--- src/rtl/ad_frame_rx.sv ---
// Serial ADC frame receiver: frames ad_cs_n around DW serial-clock strobes and
// shifts ad_sdo in MSB-first, presenting each completed word with a one-cycle valid.
module ad_frame_rx #(
    parameter int DW  = 16,
    parameter int GAP = 2
) (
    input  logic          clk_sys,
    input  logic          rst,
    input  logic          pluse,
    input  logic          ad_sdo,
    input  logic          trig,
    output logic          ad_cs_n,
    output logic [DW-1:0] data,
    output logic          data_vld,
    output logic          busy,
    output logic          ovr
);
    localparam int BW = $clog2(DW);
    localparam int GW = $clog2(GAP + 1);

    typedef enum logic [1:0] {
        IDLE  = 2'd0,
        WAIT  = 2'd1,
        SHIFT = 2'd2,
        HOLD  = 2'd3
    } state_t;

    state_t        state_r;
    state_t        state_nxt_s;
    logic [BW-1:0] bit_cnt_r;
    logic [BW-1:0] bit_cnt_nxt_s;
    logic [GW-1:0] gap_cnt_r;
    logic [GW-1:0] gap_cnt_nxt_s;
    logic [DW-1:0] sr_r;
    logic [DW-1:0] sr_nxt_s;
    logic [DW-1:0] data_nxt_s;
    logic [DW-1:0] shifted_s;
    logic          cs_nxt_s;
    logic          vld_nxt_s;

    assign shifted_s = {sr_r[DW-2:0], ad_sdo};

    // State, counters, shift register and all outputs are registered here.
    always_ff @(posedge clk_sys or posedge rst) begin
        if (rst) begin
            state_r   <= IDLE;
            bit_cnt_r <= '0;
            gap_cnt_r <= '0;
            sr_r      <= '0;
            ad_cs_n   <= 1'b1;
            data      <= '0;
            data_vld  <= 1'b0;
            busy      <= 1'b0;
            ovr       <= 1'b0;
        end else begin
            state_r   <= state_nxt_s;
            bit_cnt_r <= bit_cnt_nxt_s;
            gap_cnt_r <= gap_cnt_nxt_s;
            sr_r      <= sr_nxt_s;
            ad_cs_n   <= cs_nxt_s;
            data      <= data_nxt_s;
            data_vld  <= vld_nxt_s;
            busy      <= (state_nxt_s != IDLE);
            // Any request outside IDLE is dropped, including the last HOLD cycle.
            ovr       <= trig & (state_r != IDLE);
        end
    end

    // Next-state logic; nothing advances except on a pluse strobe once framing starts.
    always_comb begin
        state_nxt_s   = state_r;
        bit_cnt_nxt_s = bit_cnt_r;
        gap_cnt_nxt_s = gap_cnt_r;
        sr_nxt_s      = sr_r;
        cs_nxt_s      = ad_cs_n;
        data_nxt_s    = data;
        vld_nxt_s     = 1'b0;
        case (state_r)
            IDLE: begin
                if (trig) begin
                    state_nxt_s = WAIT;
                end else begin
                    state_nxt_s = IDLE;
                end
            end
            WAIT: begin
                if (pluse) begin
                    cs_nxt_s      = 1'b0;
                    bit_cnt_nxt_s = '0;
                    state_nxt_s   = SHIFT;
                end else begin
                    state_nxt_s = WAIT;
                end
            end
            SHIFT: begin
                if (pluse) begin
                    sr_nxt_s      = shifted_s;
                    bit_cnt_nxt_s = bit_cnt_r + BW'(1);
                    if (bit_cnt_r == BW'(DW - 1)) begin
                        data_nxt_s    = shifted_s;
                        vld_nxt_s     = 1'b1;
                        cs_nxt_s      = 1'b1;
                        gap_cnt_nxt_s = '0;
                        state_nxt_s   = HOLD;
                    end else begin
                        state_nxt_s = SHIFT;
                    end
                end else begin
                    state_nxt_s = SHIFT;
                end
            end
            HOLD: begin
                if (pluse) begin
                    gap_cnt_nxt_s = gap_cnt_r + GW'(1);
                    if (gap_cnt_r == GW'(GAP - 1)) begin
                        state_nxt_s = IDLE;
                    end else begin
                        state_nxt_s = HOLD;
                    end
                end else begin
                    state_nxt_s = HOLD;
                end
            end
            default: begin
                state_nxt_s = IDLE;
                cs_nxt_s    = 1'b1;
            end
        endcase
    end

endmodule

--- config.mk ---
export PLATFORM = sky130hd
export DESIGN_NAME = ad_frame_rx
export DESIGN_NICKNAME = d
export VERILOG_FILES = /design/src/rtl/ad_frame_rx.sv
export SDC_FILE = /design/constraint.sdc
export NUM_CORES = 1
export LEC_CHECK = 0
export ABC_AREA = 1
export CAP_MARGIN = 20
export CORE_MARGIN = 10
export CORE_UTILIZATION = 48
export CTS_CLUSTER_SIZE = 20
export DETAILED_ROUTE_END_ITERATION = 16
export PLACE_DENSITY = 0.78
export REMOVE_ABC_BUFFERS = 1
export SKIP_CTS_REPAIR_TIMING = 1
export SLEW_MARGIN = 20
export SYNTH_ARGS = -nofsm -noshare
export SYNTH_HDL_FRONTEND = slang
export SYNTH_SLANG_ARGS = --single-unit
--- constraint.sdc ---
create_clock -name clk_sys -period 1.19 [get_ports clk_sys]
set_clock_uncertainty 0.05 [all_clocks]
set_input_delay 0.238 -clock clk_sys [delete_from_list [all_inputs] [get_ports clk_sys]]
set_output_delay 0.238 -clock clk_sys [all_outputs]
set_load 0.01 [all_outputs]
==> impl_metrics.toml, run 1 <==
[global_route]
grt_pass1_vias = 1400
grt_overflow = 0
grt_max_degree = 44
antenna_found_initial = 0
grt_pass1_wl_mm = 6.26
grt_usage = 0.117

[clocking]
numCtsBuffers = 5
cts.path.max_buffers = 2
root_buffer = "clkbuf_8"
cts_tree = "yes"
clk_latency_ps = 300
clk_pin_slew_ps = 90
cts.sinks = 43
htree_levels = 2

[worst_setup_path]
crit_path_end_kind = "flop"
r2r_end = "data[3]"
critPathLaunchType = "flop"
crit_required_ps = 1330
startpoint = "bit_cnt_r[0]"
ff2ff_setup_slack_ps = -80
worst_ep_arrival_time_ps = 1410
cp_max_fo = 14
rr_worst_depth = 7
path_class = "reg -> reg"
regToRegStartpoint = "bit_cnt_r[0]"

[drt]
wl_per_cell_microns = 13.6
vias = 1436
drtIter0Drc = 111
firstDrtPassIters = 4
postRouteAntennaNets = 0
drc = 0
drt_wl_total_mm = 4.02
viasPerCell = 4.87

[synth]
yosysSeqAreaShare = 0.576
syn_area_per_cell_sq_um = 9.85
yosysTopAreaCellShare = 0.561
ys_ff_latch = 43
synth_most_common_cell = "dfrtp_1"
ys_types = 23
netlist_area_sq_um = 1870
synth_top_area_cell = "dfrtp_1"
synth_warnings = 0
synthArstFlopShare = 1.00
synth_commonest_cells = "42 x dfrtp_1, 41 x nand2_1, 24 x inv_1"
synth_area_leaders = "dfrtp_1 56%, nand2_1 8.2%, o21ai_2 6.6%"
syn_inst = 190
synth_edf_count = 0
synthFlopType = "dfrtp_1"

[timing]
fin_crit_sh = 1.07
report.final.slew_viol_count = 0
setup_viol = 20
setup_ws_ps = -80.0
hold_violations = 0
fmax_mhz = 787
slew_headroom = 0.830
rsz0062_at_grt = "true"
min_period_ps = 1270
worst-slew-pin-transition_ps = 253

[floorplan]
rows = 22
initial_utilization = 0.504
core_sq_um = 3720
die_h_microns = 82.4
io_pins = 25
dieArea_sq_um = 6800
die_w_microns = 82.4

[cells_and_area]
multi_input_area_sq_um = 694
synthToLayoutAreaGrowth_pct = 43.2
nNetsFinal = 253
diodes = 0
regArea_sq_um = 1080
fillers = 242
drive_above_1_share = 0.356
design_area_sq_um = 2680

[power_and_ir_drop]
leakage_uw = 0.00161
p_total_uw = 4790
power_density_nw_per_um2 = 1790
peakVddDrop_uv = 1360

[place]
placement.io_buffers = 24
hpwl_mm = 2.63
place_congestion = 0.820
dpl-instance-area_sq_um = 2330

[run]
maxCapViolCount = 0

[worst_hold_path]
hp-class = "in -> async"

[status]
status = "finished, violations left"
failed_checks = "setup timing"
## state kept, by name (all words and copies together) (netlist names)
register,count
data_vld,1
gap_cnt_r,2
data,16
bit_cnt_r,4
ovr,1
state_r,2
ad_cs_n,1
busy,1
sr_r,15
## cell type report
class	count	share of cell area
inverter	27	0.0397
tap	48	0.0224
clock buffer	5	0.0257
clock inverter	3	0.0173
sequential	43	0.402
multi-input combinational	111	0.259
timing repair buffer	58	0.234
## how the worst max path moves through the flow
stage	end	cells past startpoint	slack (ps)
3_3_place_gp	data[15]	7	-270
3_5_place_dp	data[15]	7	-320
4_1_cts	ad_cs_n	1	-480
6_report	data[3]	7	-80
2_1_floorplan	data[15]	6	-320
5_1_grt	data[3]	7	-120
## placed cells by master, fill, tap and decap left out, drive strengths merged
master,Yosys,final
clkbuf,1,7
o21ai,31,31
nand2,56,56
inv,27,28
clkinvlp,0,1
buf,8,33
dlymetal6s2s,0,20
nor2,6,6
ha,2,2
dfrtp,42,42
nand4,3,3
bufinv,0,1
clkdlybuf4s50,0,3
a21oi,1,1
nand3,11,11
xnor2,1,1
dfstp,1,1
## layer usage
metal  vias up  track usage  wire length [microns]
li1        700            -                      -
met1       703        0.133                   1680
met2        29        0.202                   2080
met3         4       0.0432                    215
met4         0       0.0306                     47
met5         -            0                      0
## power breakdown
part | switching [uW] | internal, uW
logic | 895 | 685
clock network | 523 | 632
registers | 240 | 1820
## metrics by stage
stage | TNS [ps] | hold WS (ps) | setup WS [ps] | std cells | util
after floorplan | -9090 | 294 | -317 | 181 | -
after global placement | -9170 | 405 | -266 | 279 | 0.626
after detailed placement | -10380 | 408 | -321 | 279 | 0.626
after CTS | -8870 | 252 | -477 | 287 | 0.657
after global routing | -2020 | 266 | -123 | 295 | 0.722
final | -1090 | 241 | -80.0 | 295 | 0.722
## cell families (layout without fill, tap and decap cells)
logic type      after synthesis  count (layout)  synth area share
simple gates                 76              76             0.195
flops                        43              43             0.576
buf+inv                      36              93            0.0983
compound gates               32              32             0.114
fa+ha+maj                     2               2            0.0134
xor+xnor                      1               1           0.00468
## critical path, cell delays in order, from the launching register on
cell and delay (ps):
dfrtp_1 370, ha_2 220, nand3_4 90, inv_2 70, nand2_4 90, buf_12 170
nand2_2 60, o21ai_2 50
Power figures use the tool's default switching activity.
==> run 2: changes to the inputs <==
CORE_UTILIZATION = 30   (was 48)
PLACE_DENSITY = 0.54   (was 0.78)
==> run 2 against run 1 <==
Compared with the run above: the run still ends with setup timing left; maximum frequency about the same; via count fell by 5.2%; die area is 44% higher; wire length shrank 7.6%; highest routed layer unchanged; critical path depth stayed put.
==> impl_metrics.toml, run 2 (same netlist as run 1, synthesis figures left out) <==
[worst_setup_path]
regToRegStartpoint = "bit_cnt_r[1]"
worst_ep_arrival_time_ps = 1400
startpoint = "bit_cnt_r[1]"
cp_max_fo = 7
path_class = "reg -> reg"
crit_path_end_kind = "flop"
crit_required_ps = 1320
critPathLaunchType = "flop"

[cells_and_area]
diodes = 0
final_cell_mix = "40 x dfrtp_1, 35 x nand2_1, 27 x buf_4, 24 x inv_1, 18 x dlymetal6s2s_1"
top_regs = "data (16), sr_r (15), bit_cnt_r (4)"
nNetsFinal = 254
synthToLayoutAreaGrowth_pct = 45.5
multi_input_area_sq_um = 721
final_common_cell = "dfrtp_1"
regArea_sq_um = 1080
drive_above_1_share = 0.375
finalNonFillerCells = 323
fillers = 577
largest_reg_flops = 16
largest_register = "data"

[timing]
setup_viol = 19
min_period_ps = 1270
slew_headroom = 0.869
worst-slew-pin-transition_ps = 194
fmax_mhz = 787
setup_ws_ps = -81.1
rsz0062_at_grt = "true"
fin_crit_sh = 1.07
hold_violations = 0
report.final.slew_viol_count = 0

[clocking]
cts.sinks = 43
numCtsBuffers = 5
clk_pin_slew_ps = 80
cts.path.max_buffers = 2
root_buffer = "clkbuf_8"
clk_latency_ps = 290
cts_tree = "yes"
htree_levels = 2

[place]
dp.cells = 310
place_congestion = 0.807
placement.io_buffers = 24
hpwl_mm = 2.53

[power_and_ir_drop]
peakVddDrop_uv = 935
leakage_uw = 0.00159
power_density_nw_per_um2 = 1630
p_total_uw = 4450

[drt]
viasPerCell = 4.21
drt_wl_total_mm = 3.71
drtIter0Drc = 46
postRouteAntennaNets = 0
drc = 0
wl_per_cell_microns = 11.5
firstDrtPassIters = 4
vias = 1361

[floorplan]
io_pins = 25
die_h_microns = 99.0
initial_utilization = 0.312
rows = 28
die_w_microns = 99.0
dieArea_sq_um = 9800
core_sq_um = 5990

[global_route]
antenna_found_initial = 0
grt_overflow = 0
grt_usage = 0.0742
grt_pass1_vias = 1361
grt_max_degree = 23
grt_pass1_wl_mm = 6.01

[worst_hold_path]
hp-start = "pluse"
hp-class = "in -> reg"

[status]
status = "finished, violations left"
failed_checks = "setup timing"

[run]
maxCapViolCount = 0
## run 2: power by group
part | total, uW | internal (uW) | switching, uW
registers | 2030 | 1820 | 211
logic | 1480 | 651 | 831
clock network | 943 | 468 | 475
total | 4450 | 2940 | 1520
## run 2: layer usage
layer,GRT usage,share of wire,vias to the layer above
li1,-,-,705
met1,0.0915,0.48,634
met2,0.113,0.47,17
met3,0.0258,0.040,5
met4,0.0353,0.013,0
met5,0,0,-
## run 2: path summary, 6_finish.rpt
check	end	slack, ps	cells after the start
setup / recovery	data[9]	-80	7
hold / removal	data_vld	280	3
min in group asynchronous	data[8]	300	3
max in group asynchronous	ad_cs_n	580	3
setup reg to reg	data[9]	-80	7
hold reg to reg	gap_cnt_r[1]	420	2
## run 2: stage by stage
step / hold slack (ps) / setup WS (ps) / TNS [ps] / cell area, sq um / utilization
3_5_place_dp: 405 / -316 / -10920 / 2400 / 0.401
2_1_floorplan: 294 / -317 / -9090 / 1790 / -
4_1_cts: 297 / -479 / -7730 / 2490 / 0.416
6_report: 284 / -81.1 / -1210 / 2720 / 0.455
5_1_grt: 296 / -161 / -2780 / 2720 / 0.455
3_3_place_gp: 405 / -290 / -10300 / 2400 / 0.401
## run 2: critical path: stages (launching register included)
cell	delay, ps
dfrtp_1	370
ha_2	210
nand3_2	90
inv_2	80
nand2_4	90
buf_12	170
nand2_4	50
o21ai_2	40
## run 2: area by class of cell
cell class	count	area share
Timing Repair Buffer	59	0.232
Inverter	27	0.0390
Sequential cell	43	0.396
Multi-Input combinational cell	111	0.265
Tap cell	75	0.0345
Clock buffer	7	0.0317
Clock inverter	1	0.00184
==> run 3: changes to the inputs <==
clock period = 1.1 ns   (was 1.19 ns; I/O delays follow)
==> run 3 against run 2 <==
Compared with the run above: the flow still finishes with violations (setup timing); sequential share of layout area rose by 3.3 points; sequential cell count stayed put; non-clock buffer count grew 2; first-iteration DRC count grew 26%; combinational power increased by 7%; critical path type is now reg -> out.
==> impl_metrics.toml, run 3 (same netlist as run 1, synthesis figures left out) <==
[status]
status = "finished, violations left"
failed_checks = "setup timing"

[worst_setup_path]
regToRegStartpoint = "bit_cnt_r[1]"
startpoint = "ad_cs_n"
ff2ff_setup_slack_ps = -100
path_class = "reg -> out"
crit_required_ps = 830
cp_max_fo = 2
worst_ep_arrival_time_ps = 940
critPathLaunchType = "flop"
slowest_delay_ps = 540
rr_worst_depth = 7
cp_num_cells = 1
r2r_end = "data[14]"
crit_family = "flip-flops"
cpMaxStageDelayCell = "dfstp_2"
critical_path_buf_inv_count = 1
path_cells = "buf_6"
crit_path_end_kind = "output port"

[timing]
fin_tns_setup_ps = -1970
setup_ws_ps = -105
min_period_ps = 1210
fmax_mhz = 830
hold_violations = 0
fin_crit_sh = 1.10
setup_viol = 31
slew_headroom = 0.845
report.final.slew_viol_count = 0
worst-slew-pin-transition_ps = 232
rsz0062_at_grt = "true"

[power_and_ir_drop]
switching_share = 0.337
p_comb_frac = 0.327
power_density_nw_per_um2 = 1940
intPower_uw = 3230
peakVddDrop_uv = 944
power.switching_uw = 1640
leakage_uw = 0.00130
p_seq_frac = 0.447
pwr-share-clk = 0.226

[global_route]
grt_pass1_wl_mm = 6.01
grt_usage = 0.0755
grt_pass1_vias = 1301
grt_overflow = 0
antenna_found_initial = 0
grt_max_degree = 44

[floorplan]
die_w_microns = 99.0
dieArea_sq_um = 9800
rows = 28
initial_utilization = 0.312
core_sq_um = 5990
die_h_microns = 99.0
io_pins = 25

[run]
maxCapViolCount = 0

[drt]
wl_per_cell_microns = 10.9
drtIter0Drc = 58
viasPerCell = 4.18
firstDrtPassIters = 4
drt_wl_total_mm = 3.55
drc = 0
postRouteAntennaNets = 0
vias = 1358

[cells_and_area]
nNetsFinal = 256
fillers = 610
final_cell_mix = "41 x dfrtp_1, 39 x nand2_1, 33 x buf_4, 24 x inv_1, 16 x clkbuf_2"
multi_input_area_sq_um = 646
drive_above_1_share = 0.420
final_common_cell = "dfrtp_1"
regArea_sq_um = 1080
largest_register = "data"
largest_reg_flops = 16
synthToLayoutAreaGrowth_pct = 34.1
final_core_util = 0.419
diodes = 0
top_regs = "data (16), sr_r (15), bit_cnt_r (4)"

[clocking]
cts.sinks = 43
cts.path.max_buffers = 2
root_buffer = "clkbuf_8"
clk_pin_slew_ps = 80
clk_latency_ps = 300
numCtsBuffers = 5
htree_levels = 2
cts_tree = "yes"

[place]
place_congestion = 0.819
placement.io_buffers = 24
hpwl_mm = 2.47

[worst_hold_path]
hp-class = "in -> async"
==> run 3: cell count changes in the layout (fill, tap and decap cells not counted), sizes merged <==
cell / before / now
clkinv: 1 / 0
clkdlybuf4s50: 3 / 4
dlymetal6s2s: 18 / 1
clkbuf: 10 / 24
buf: 35 / 40
==> run 3: final cells by class <==
cell class                      count  share of cell area
Inverter                           27              0.0424
Clock buffer                        8              0.0399
Multi-Input combinational cell    111               0.257
Sequential cell                    43               0.430
Tap cell                           75              0.0374
Timing Repair Buffer               61               0.193
==> run 3: power groups by stage <==
stage	clock network, uW	logic, uW	registers [uW]
floorplan	0	846	2260
global placement	0	1550	2200
detailed placement	0	1570	2200
CTS	1140	1580	2170
global route	1240	1800	2220
finish	1100	1590	2180
==> run 3: worst max-delay path by stage <==
stage	slack, ps	endpoint
3_3_place_gp	-360	busy
6_report	-110	ad_cs_n
4_1_cts	-550	ad_cs_n
2_1_floorplan	-410	data[15]
3_5_place_dp	-380	busy
5_1_grt	-170	data[14]
==> run 3: stage by stage <==
stage	hold slack, ps	setup WS, ps	instances	area [sq um]	power (uW)
6_report	232	-105	325	2510	4870
5_1_grt	264	-175	325	2510	5270
4_1_cts	245	-551	320	2510	4890
3_5_place_dp	403	-382	312	2410	3770
3_3_place_gp	406	-362	312	2410	3750
2_1_floorplan	276	-407	181	1790	3100
==> run 3: per-layer routing <==
layer / GRT usage / wire length [microns] / share of wire
met5: 0 / 0 / 0
met4: 0.0320 / 59 / 0.017
met2: 0.114 / 1600 / 0.45
met1: 0.0883 / 1720 / 0.49
met3: 0.0384 / 168 / 0.047
